File: config.mk
export PLATFORM = sky130hd
export DESIGN_NAME = mypio_avs_regs
export DESIGN_NICKNAME = d
export VERILOG_FILES = /design/src/rtl/mypio_avs_regs.sv
export SDC_FILE = /design/constraint.sdc
export NUM_CORES = 1
export LEC_CHECK = 0
export CAP_MARGIN = 30
export CORE_UTILIZATION = 54
export CTS_CLUSTER_SIZE = 40
export DETAILED_ROUTE_END_ITERATION = 12
export GPL_TIMING_DRIVEN = 0
export PLACE_DENSITY_LB_ADDON = 0.3
export REMOVE_ABC_BUFFERS = 1
export SLEW_MARGIN = 20
export SYNTH_ARGS = -nofsm -noshare
export SYNTH_HDL_FRONTEND = slang
export SYNTH_SLANG_ARGS = --single-unit
File: constraint.sdc
create_clock -name clk -period 6 [get_ports clk]
set_input_delay 1.2 -clock clk [delete_from_list [all_inputs] [get_ports clk]]
set_output_delay 1.2 -clock clk [all_outputs]
set_load 0.02 [all_outputs]
File: src/rtl/mypio_avs_regs.sv
// rtl/mypio_avs_regs.sv - Avalon-MM register responder for mypio_0: LEDs, 7-seg scan, debounced inputs, edge IRQ
// Synchronises and debounces switch/key, captures edges into a W1C register and raises a maskable level IRQ.
module mypio_avs_regs #(
   parameter int SCAN_DIV  = 50000,
   parameter int DB_CYCLES = 1000000
) (
   input  logic        clk,
   input  logic        reset,
   input  logic [2:0]  avs_address,
   input  logic        avs_read,
   output logic [31:0] avs_readdata,
   input  logic        avs_write,
   input  logic [31:0] avs_writedata,
   output logic        irq,
   output logic [7:0]  led,
   output logic [7:0]  pattern_keys,
   output logic [7:0]  user_keys,
   output logic [11:0] seg_output,
   input  logic [3:0]  switch,
   input  logic [1:0]  key
);

   localparam int SW = (SCAN_DIV > 1) ? $clog2(SCAN_DIV) : 1;
   localparam int DW = (DB_CYCLES > 1) ? $clog2(DB_CYCLES) : 1;

   localparam logic [2:0] A_LED     = 3'd0;
   localparam logic [2:0] A_SEGDATA = 3'd1;
   localparam logic [2:0] A_PATTERN = 3'd2;
   localparam logic [2:0] A_USER    = 3'd3;
   localparam logic [2:0] A_INPUT   = 3'd4;
   localparam logic [2:0] A_EDGE    = 3'd5;
   localparam logic [2:0] A_MASK    = 3'd6;
   localparam logic [2:0] A_SEGCTRL = 3'd7;

   // Idle level of the inputs: switches low, keys released (high).
   localparam logic [5:0] IN_IDLE = 6'b110000;

   logic [7:0]    led_r;
   logic [15:0]   segdata_r;
   logic [7:0]    pattern_r;
   logic [7:0]    user_r;
   logic [5:0]    edge_flags;
   logic [5:0]    mask_r;
   logic [4:0]    segctrl_r;

   logic [5:0]    sync1;
   logic [5:0]    sync2;
   logic [DW-1:0] db_cnt;
   logic          db_tick;
   logic          db_primed;
   logic [5:0]    db_samp;
   logic [5:0]    db_val;
   logic [5:0]    db_next;
   logic [5:0]    db_agree;
   logic [5:0]    edge_set;
   logic [5:0]    edge_clr;

   logic [SW-1:0] scan_cnt;
   logic          scan_last;
   logic [1:0]    digit_idx;
   logic [3:0]    nibble;
   logic [7:0]    seg_code;
   logic [3:0]    anodes;

   logic [31:0]   rd_mux;
   logic          wr_led;
   logic          wr_segdata;
   logic          wr_pattern;
   logic          wr_user;
   logic          wr_edge;
   logic          wr_mask;
   logic          wr_segctrl;
   logic          unused_bits;

   assign unused_bits = ^avs_writedata[31:16];

   assign wr_led     = avs_write && (avs_address == A_LED);
   assign wr_segdata = avs_write && (avs_address == A_SEGDATA);
   assign wr_pattern = avs_write && (avs_address == A_PATTERN);
   assign wr_user    = avs_write && (avs_address == A_USER);
   assign wr_edge    = avs_write && (avs_address == A_EDGE);
   assign wr_mask    = avs_write && (avs_address == A_MASK);
   assign wr_segctrl = avs_write && (avs_address == A_SEGCTRL);

   assign led          = led_r;
   assign pattern_keys = pattern_r;
   assign user_keys    = user_r;

   always_ff @(posedge clk or posedge reset) begin
      if (reset) begin
         led_r     <= 8'h00;
         segdata_r <= 16'h0000;
         pattern_r <= 8'h00;
         user_r    <= 8'h00;
         mask_r    <= 6'h00;
         segctrl_r <= 5'h0F;
      end else begin
         if (wr_led)     led_r     <= avs_writedata[7:0];
         if (wr_segdata) segdata_r <= avs_writedata[15:0];
         if (wr_pattern) pattern_r <= avs_writedata[7:0];
         if (wr_user)    user_r    <= avs_writedata[7:0];
         if (wr_mask)    mask_r    <= avs_writedata[5:0];
         if (wr_segctrl) segctrl_r <= avs_writedata[4:0];
      end
   end

   always_ff @(posedge clk or posedge reset) begin
      if (reset) begin
         sync1 <= IN_IDLE;
         sync2 <= IN_IDLE;
      end else begin
         sync1 <= {key, switch};
         sync2 <= sync1;
      end
   end

   assign db_tick = (db_cnt == DW'(DB_CYCLES - 1));

   // A bit follows the synchroniser only when this tick agrees with the previous tick's sample.
   assign db_agree = ~(sync2 ^ db_samp);
   assign db_next  = (db_val & ~db_agree) | (sync2 & db_agree);

   always_ff @(posedge clk or posedge reset) begin
      if (reset) begin
         db_cnt    <= '0;
         db_primed <= 1'b0;
         db_samp   <= IN_IDLE;
         db_val    <= IN_IDLE;
      end else begin
         db_cnt <= db_tick ? '0 : db_cnt + 1'b1;
         if (db_tick) begin
            db_samp   <= sync2;
            db_primed <= 1'b1;
            db_val    <= db_primed ? db_next : sync2;
         end
      end
   end

   always_comb begin
      edge_set = 6'h00;
      if (db_tick && db_primed) begin
         edge_set[3:0] = db_val[3:0] ^ db_next[3:0];
         edge_set[5:4] = db_val[5:4] & ~db_next[5:4];
      end
   end

   assign edge_clr = wr_edge ? avs_writedata[5:0] : 6'h00;

   // Clear is applied before set so a simultaneous capture survives the W1C.
   always_ff @(posedge clk or posedge reset) begin
      if (reset) begin
         edge_flags <= 6'h00;
         irq        <= 1'b0;
      end else begin
         edge_flags <= (edge_flags & ~edge_clr) | edge_set;
         irq        <= |(edge_flags & mask_r);
      end
   end

   always_comb begin
      rd_mux = 32'h0;
      case (avs_address)
         A_LED:     rd_mux = {24'h0, led_r};
         A_SEGDATA: rd_mux = {16'h0, segdata_r};
         A_PATTERN: rd_mux = {24'h0, pattern_r};
         A_USER:    rd_mux = {24'h0, user_r};
         A_INPUT:   rd_mux = {26'h0, db_val};
         A_EDGE:    rd_mux = {26'h0, edge_flags};
         A_MASK:    rd_mux = {26'h0, mask_r};
         A_SEGCTRL: rd_mux = {27'h0, segctrl_r};
         default:   rd_mux = 32'h0;
      endcase
   end

   always_ff @(posedge clk or posedge reset) begin
      if (reset) begin
         avs_readdata <= 32'h0;
      end else if (avs_read) begin
         avs_readdata <= rd_mux;
      end
   end

   assign scan_last = (scan_cnt == SW'(SCAN_DIV - 1));

   always_ff @(posedge clk or posedge reset) begin
      if (reset) begin
         scan_cnt  <= '0;
         digit_idx <= 2'd0;
      end else begin
         scan_cnt <= scan_last ? '0 : scan_cnt + 1'b1;
         if (scan_last) digit_idx <= digit_idx + 2'd1;
      end
   end

   assign nibble = segdata_r[{digit_idx, 2'b00} +: 4];

   always_comb begin
      seg_code = 8'hFF;
      case (nibble)
         4'h0: seg_code = 8'hC0;
         4'h1: seg_code = 8'hF9;
         4'h2: seg_code = 8'hA4;
         4'h3: seg_code = 8'hB0;
         4'h4: seg_code = 8'h99;
         4'h5: seg_code = 8'h92;
         4'h6: seg_code = 8'h82;
         4'h7: seg_code = 8'hF8;
         4'h8: seg_code = 8'h80;
         4'h9: seg_code = 8'h90;
         4'hA: seg_code = 8'h88;
         4'hB: seg_code = 8'h83;
         4'hC: seg_code = 8'hC6;
         4'hD: seg_code = 8'hA1;
         4'hE: seg_code = 8'h86;
         4'hF: seg_code = 8'h8E;
         default: seg_code = 8'hFF;
      endcase
   end

   always_comb begin
      anodes = 4'hF;
      if (segctrl_r[digit_idx] && !segctrl_r[4]) begin
         anodes = ~(4'b0001 << digit_idx);
      end
   end

   // Anodes and segments load together once per slot, so data changes mid-slot never glitch a digit.
   always_ff @(posedge clk or posedge reset) begin
      if (reset) begin
         seg_output <= 12'hFFF;
      end else if (scan_cnt == '0) begin
         seg_output <= {anodes, seg_code};
      end
   end

endmodule

# Word level (Yosys, flattened, before mapping)
# Memory sizes are Yosys's and may differ from the RTL's. A register that Yosys moved wholly into a read port is not among the register bits.
# Cells that the tools add are included.
# W data, S select, Z words.
dict set report totals {
  reg_bits 165
  romBits 112
  in_bits 45
  output_inout_bits 69
  wordCells 70
  mem_count 1
}
dict set report classes {
  addsub 3
  magnitude_cmp 1
  eq_ne 9
  shift 2
  mux 9
  n_bitwise 14
  n_reduce_logical 13
}
# name depth word_bits rd rd_clocked_by_memory_dff write_ports line_no
set mem_list {}
lappend mem_list {{(no name shown)} 16 7 1 1 0 199} ;# case (nibble)
# operator n
set op_table {}
lappend op_table {{$pmux W32 S8} 1}
lappend op_table {{$and A6 B6 Y6} 4}
lappend op_table {{$add A20 B1 Y20 const B} 1}
lappend op_table {{$eq A20 B20 Y1 const B} 1}
lappend op_table {{$mux W20} 1}
lappend op_table {{$mux W6} 3}
lappend op_table {{$not A6 Y6} 3}
lappend op_table {{$add A16 B1 Y16 const B} 1}
lappend op_table {{$eq A16 B16 Y1 const B} 1}
lappend op_table {{$logic_not A16 Y1} 1}
lappend op_table {{$mux W16} 1}
lappend op_table {{$shiftx A16 B5 Y4} 1}
lappend op_table {{$eq A3 B3 Y1 const B} 4}
lappend op_table {{$or A6 B6 Y6} 2}
lappend op_table {{$logic_and A1 B1 Y1} 9}
lappend op_table {{$eq A3 B2 Y1 const B} 2}
lappend op_table {{$reduce_or A6 Y1} 1}
lappend op_table {{$xor A6 B6 Y6} 1}
lappend op_table {{$lt A2 B4 Y1 const B} 1}
lappend op_table {{$mux W4} 1}
lappend op_table {{$not A4 Y4} 1}
lappend op_table {{$shl A1 B2 Y4 const A} 1}
lappend op_table {{$xor A4 B4 Y4} 1}
lappend op_table {{$eq A3 B1 Y1 const B} 1}
lappend op_table {{other kinds (7)} 7}

# Depth between registers and ports, before layout
# Gate-level depths: netlist (run 1).
dict set report logic_depth {
  depth_word 9
  ltp_mapped 8
  depth_no_buf 7
}

# Worst setup path after synthesis (run 1)
# Ideal clock, no wire load.
dict set report synth_path {
  path_type {in2reg}
  startpoint {input port avs_address[1]}
  endpoint {register segdata_r[0]}
  arrival_ps 2492
  slack_ps 3384
  path_stages 5
  cell_sequence {buf_2 buf_2 nor3_2 buf_2 mux2_2}
}
dict set report synth_via {
  elab_chain_len 2
}
# item line_no
set synth_lines {}
lappend synth_lines {{from (decl)} 9} ;# input logic [2:0] avs_address,
lappend synth_lines {{$eq A3 B1 Y1} 78} ;# assign wr_segdata = avs_write && (avs_address == A_SEGDATA);
lappend synth_lines {{$logic_and A1 B1 Y1} 78}
lappend synth_lines {{to (signal assigned)} 99} ;# if (wr_segdata) segdata_r <= avs_writedata[15:0];
lappend synth_lines {{to (decl)} 39} ;# logic [15:0] segdata_r;
# Every way passes these cells.
# A chain may end at the register's enable or synchronous reset.

# Final worst setup path (run 1)
dict set report layout_path {
  startpoint {input port avs_address[0]}
  endpoint {register segdata_r[6]}
}
# The elaborated chain is that of the path after synthesis.

==> impl_metrics.yaml, run 1 <==
status:
  status: "completed"
sta:
  final_max_slew_viol_count: 0
  min_period_ns: 3.18
  relSlewSlack_pct: 38.8
  finalClockSkew_ns: 0.00677
  fin_tns_setup_ns: 0
  fin_hold_ws_ns: 0.347
  tightest_slew_ns: 0.911
  rsz0062_at_grt: "false"
  finalSetupViolations: 0
  period_share_pct: 53.0
  hold_viol: 0
  fmax_mhz: 315
floorplanning:
  chipHeight_um: 116
  num_rows: 41
  die_w_um: 116
  io_pins: 114
  die-area_mm2: 0.0136
  core_area_mm2: 0.0127
  start_util_pct: 55.8
power_and_ir_drop:
  combPwrFrac_pct: 18.3
  power_leakage_nw: 3.62
  internal-power_mw: 1.93
  clkPwrFrac_pct: 36.3
  power.density_mw_per_mm2: 309
  switchingPower_uw: 714
  swShare_pct: 27.0
  peakVddDrop_uv: 195
  p_seq_share_pct: 45.4
placement:
  globalplace.congestion: 0.854
  dpl.cell_count: 865
  dpl.hpwl_mm: 10.5
  port_buffers: 80
worst_hold_path:
  min_path_cells: 0
  hold_class: "reg2reg"
routing:
  ant_nets: 0
  drtIter0Drc: 408
  route.vias.total: 4983
  vias_per_cell: 5.55
  drc: 0
  totalWireLength_mm: 15.0
  avgRoutedWirePerCell_um: 16.7
  dr.pass1.iters: 5
synthesis:
  synth_edf_count: 0
  avgSynthCellArea_um2: 11.1
  syn_area_mm2: 0.00707
  synth_flop_cell: "dfrtp_1"
  ys_types: 52
  synth-async-reset-ratio_pct: 100
  netlist_instances: 635
  ys_ff_latch: 148
  ys_seq_area_share_pct: 52.8
  synth_warnings: 0
grt:
  antenna_found_initial: 0
  grt_overflow_total: 0
  track_usage_pct: 24.0
  grt_max_degree: 80
  grt_pass1_vias: 5009
  grt_pass1_wl_mm: 24.5
layout:
  num_antenna_cells: 0
  area_growth_pct: 20.6
  layout-drive-gt1-share_pct: 20.0
  final_cells: 898
  n_fill_cell: 941
  final_nets: 771
  finish.utilization_pct: 67.3
clock_tree:
  htree_num_levels: 4
  cts_setup_buffers: 0
  cts_hold_buf: 0
  ctsResizeCount: 0
  cts-root-buf: "clkbuf_16"
  clk_path_buf_depth: 2
  cts_tree: "yes"
  clk_latency_ns: 0.42
  cts_inserted_buffers: 17
  clk_pin_slew_ns: 0.06
  cts_sinks: 148
job:
  max_cap_viol_count: 0
setup_path:
  worstSetupStartpointType: "input pin"
  cp-end-kind: "flop"
  ff2ff_setup_slack_ns: 3.48
  cp_data_required_time_ns: 6.30
  crit_type: "in2reg"
  arrival_ns: 3.48
  rr_worst_depth: 5
  critPathMaxFanout: 16
layout make-up:
class | instances | area [um^2] | share of cell area, %
multi-input combinational | 420 | 3020 | 35.4
clock buffer | 24 | 492 | 5.76
clock inverter | 8 | 51.3 | 0.601
inverter | 42 | 165 | 1.94
tap | 172 | 215 | 2.52
timing repair buffer | 84 | 853 | 10.0
sequential | 148 | 3730 | 43.7
registers in the layout, summed over array words and instances, names as in the netlist, 2 cells and up:
name / flops
seg_output: 11
edge_flags: 6
db_val: 6
avs_readdata: 16
segctrl_r: 5
user_keys: 8
led: 8
digit_idx: 2
scan_cnt: 16
sync2: 6
mask_r: 6
db_cnt: 20
pattern_keys: 8
sync1: 6
segdata_r: 16
db_samp: 6
cells in the mapped netlist, types with 12 or more instances:
cell type,instances,area [um^2]
nand3_1,17,85.1
a21oi_1,24,120
dfrtp_1,125,3130
nor2b_1,12,75.1
mux2_2,64,721
ha_1,13,163
o21ai_0,22,110
buf_4,17,128
nand2_1,59,221
nor2_1,48,180
dfstp_2,23,604
xor2_1,16,140
xnor2_1,14,123
inv_1,41,154
worst paths after layout:
kind / start / end
max: avs_address[0] / segdata_r[6]
max reg2reg: db_cnt[6] / edge_flags[4]
min in group asynchronous: reset / segdata_r[5]
min: sync1[2] / sync2[2]
max in group asynchronous: reset / sync1[4]
min reg2reg: sync1[2] / sync2[2]
metal layers:
layer  global-route usage (%)  wire [um]  vias up
met1                     29.5       6350     2458
met5                        0          0        -
met4                     10.7        298        0
li1                         -          -     2348
met3                     5.24        766       32
met2                     40.6       7580      145
kinds of logic after synthesis:
logic type	after synthesis	share of synthesized area [%]
buffers and inverters	82	5.66
AO/OA/AOI/OAI	101	9.73
other	2	0.106
adder cells (fa/ha/maj)	13	2.30
XOR/XNOR	30	3.72
AND/OR/NAND/NOR	185	12.9
flip-flops	148	52.8
multiplexers	74	12.8
through the flow:
stage	power [mW]	worst slack, ns	instance area [um^2]
floorplan	1.47	0.858	6890
global placement	1.67	-0.863	7900
detailed placement	1.69	2.01	7970
CTS	2.66	2.41	8520
global route	2.75	2.70	8530
finish	2.64	2.82	8530
placed cells by master, fill, tap and decap left out, drive strengths merged, types with 5 or more instances in the layout:
cell and count:
ha 13, clkbuf 24, conb 17, a22oi 11
mux2 64, nor2 49, nand4 8, nor4 5
xor2 16, dfrtp 125, clkinv 6, nand2 59
nor3 11, a31oi 5, nor2b 12, xnor2 14
o21ai 28, and3 9, clkdlybuf4s50 79, a22o 9
nand3 17, inv 41, a21oi 24, mux4 7
o22ai 12, buf 5, dfstp 23, a221oi 8
power groups by stage:
| stage | clock (mW) | combinational [mW] | sequential [mW] |
|---|---|---|---|
| floorplan | 0 | 0.222 | 1.25 |
| global placement | 0 | 0.462 | 1.21 |
| detailed placement | 0 | 0.482 | 1.21 |
| CTS | 0.975 | 0.484 | 1.20 |
| global route | 1.02 | 0.523 | 1.21 |
| finish | 0.958 | 0.482 | 1.20 |
critical path: stages:
cell,delay (ns)
clkdlybuf4s50_1,0.95
nand2_1,0.25
nor3_4,0.65
mux2_2,0.41
Note: power is estimated with default switching activity, not from simulation.
==> run 2, diff against run 1 <==
--- a/config.mk
+++ b/config.mk
@@ -6,7 +6,7 @@
 export NUM_CORES = 1
 export LEC_CHECK = 0
 export CAP_MARGIN = 30
-export CORE_UTILIZATION = 54
+export CORE_UTILIZATION = 49
 export CTS_CLUSTER_SIZE = 40
 export DETAILED_ROUTE_END_ITERATION = 12
 export GPL_TIMING_DRIVEN = 0
==> constraint.sdc (replaced) <==
create_clock -name clk -period 2.65 [get_ports clk]
set_input_delay 0.53 -clock clk [delete_from_list [all_inputs] [get_ports clk]]
set_output_delay 0.53 -clock clk [all_outputs]
set_load 0.02 [all_outputs]
==> run 2 against run 1 <==
Clock skew fell by 0.00086 ns. Utilization shrank 5.8 points. Critical path depth stayed put. Routed wire length increased by 2.2%. Sequential share of layout area fell by 0.41 points. Clock power up 140%. Design area rose by 0.94%.
==> impl_metrics.yaml, run 2 (synthesis gave the netlist of run 1 again) <==
setup_path:
  startpoint: "avs_address[0]"
  crit_type: "in2reg"
  cp-end-kind: "flop"
  worstReg2RegEnd: "seg_output[0]"
  critPathMaxFanout: 16
  cp_data_required_time_ns: 2.95
  arrival_ns: 2.73
  ff2ff_setup_slack_ns: 0.24
  rr_worst_depth: 6
  worstSetupStartpointType: "input pin"
  r2r_start: "digit_idx[0]"
sta:
  final_max_slew_viol_count: 0
  fmax_mhz: 412
  hold_viol: 0
  fin_tns_setup_ns: 0
  min_period_ns: 2.43
  relSlewSlack_pct: 48.1
  tightest_slew_ns: 0.776
  finalSetupViolations: 0
  fin_hold_ws_ns: 0.350
  rsz0062_at_grt: "false"
  period_share_pct: 91.6
  finalClockSkew_ns: 0.00591
floorplanning:
  start_util_pct: 50.6
  io_pins: 114
  core_area_mm2: 0.0140
  die_w_um: 122
  chipHeight_um: 122
  num_rows: 43
  die-area_mm2: 0.0149
worst_hold_path:
  min_path_cells: 0
  holdPathEnd: "sync2[1]"
  hold_class: "reg2reg"
  worstHoldStart: "sync1[1]"
clock_tree:
  cts-root-buf: "clkbuf_16"
  clk_pin_slew_ns: 0.06
  clk_latency_ns: 0.42
  cts_tree: "yes"
  clk_path_buf_depth: 2
  cts_hold_buf: 0
  htree_num_levels: 4
  cts_sinks: 148
  cts_inserted_buffers: 17
routing:
  totalWireLength_mm: 15.3
  ant_nets: 0
  dr.pass1.iters: 6
  drc: 0
  route.vias.total: 5022
  drtIter0Drc: 311
  vias_per_cell: 5.51
  avgRoutedWirePerCell_um: 16.8
grt:
  antenna_found_initial: 0
  grt_overflow_total: 0
  grt_pass1_vias: 5031
  grt_pass1_wl_mm: 25.4
  grt_max_degree: 99
  track_usage_pct: 22.2
layout:
  stdcell_area_mm2: 0.00861
  largest_reg_flops: 20
  final_cell_mix: "dfrtp_1 (125), clkdlybuf4s50_1 (79), mux2_2 (64)"
  regMostFlops: "db_cnt"
  layout-drive-gt1-share_pct: 20.9
  final_nets: 777
  final_cells: 912
  num_antenna_cells: 0
  area_growth_pct: 21.8
  mostFrequentLayoutCell: "dfrtp_1"
power_and_ir_drop:
  power.density_mw_per_mm2: 706
  peakVddDrop_uv: 421
  power_leakage_nw: 3.67
placement:
  placed_cell_area_mm2: 0.00797
  port_buffers: 80
  dpl.hpwl_mm: 10.6
  globalplace.congestion: 0.810
  dpl.cell_count: 872
status:
  status: "completed"
job:
  max_cap_viol_count: 0
run 2: changes by cell type in the layout (fill, tap and decap cells not counted), sizes merged:
cell / previous run / this run
buf: 5 / 11
bufinv: 0 / 2
clkbuf: 24 / 20
clkinv: 6 / 10
clkinvlp: 3 / 1
run 2: cell type report:
cell class              count  area, um^2
multi-input cells         420        3030
fillers                  1089        5380
clock inverters            12         116
flip-flops and latches    148        3730
clock buffers              20         437
repair buffers             90         908
well taps                 180         225
inverters                  42         165
run 2: worst max-delay path: stages:
cell and delay (ns):
clkdlybuf4s50_1 0.93, clkinv_1 0.48, and3_1 0.44, mux2_2 0.34
run 2: repair_timing:
| action | 4_1_cts | 5_1_grt |
|---|---|---|
| setup endpoints to repair | 8 | 22 |
| gates cloned | 0 | 0 |
| buffers inserted | 0 | 7 |
| resized for setup | 1 | 0 |
| pin swaps | 0 | 2 |
| hold endpoints to repair | 0 | 0 |
run 2: where the power goes:
group / switching [mW] / internal [mW] / total (mW) / leakage, nW
clock: 0.895 / 1.37 / 2.26 / 0.277
sequential: 0.194 / 2.52 / 2.71 / 1.83
combinational: 0.549 / 0.556 / 1.10 / 1.57
total: 1.64 / 4.44 / 6.08 / 3.67
run 2: through the flow:
step	total power, mW	setup WS, ns	utilization (%)
after floorplan	3.34	-1.82	-
after global placement	3.79	-3.57	56.6
after detailed placement	3.84	-0.575	57.0
after CTS	6.12	0.00312	61.0
after global routing	6.33	0.0224	61.6
final	6.08	0.222	61.6
run 2: layer usage:
| layer | global-route usage [%] | part of all wire, % |
|---|---|---|
| met3 | 4.73 | 5.1 |
| met1 | 28.8 | 44 |
| met2 | 36.1 | 49 |
| met4 | 9.30 | 2.1 |
| met5 | 0 | 0 |
run 2: how the worst max path moves through the flow:
stage / to / cells after the start
floorplan: avs_readdata[0] / 1
global placement: db_cnt[10] / 2
detailed placement: led[2] / 4
CTS: led[2] / 4
global route: seg_output[0] / 6
finish: led[2] / 4
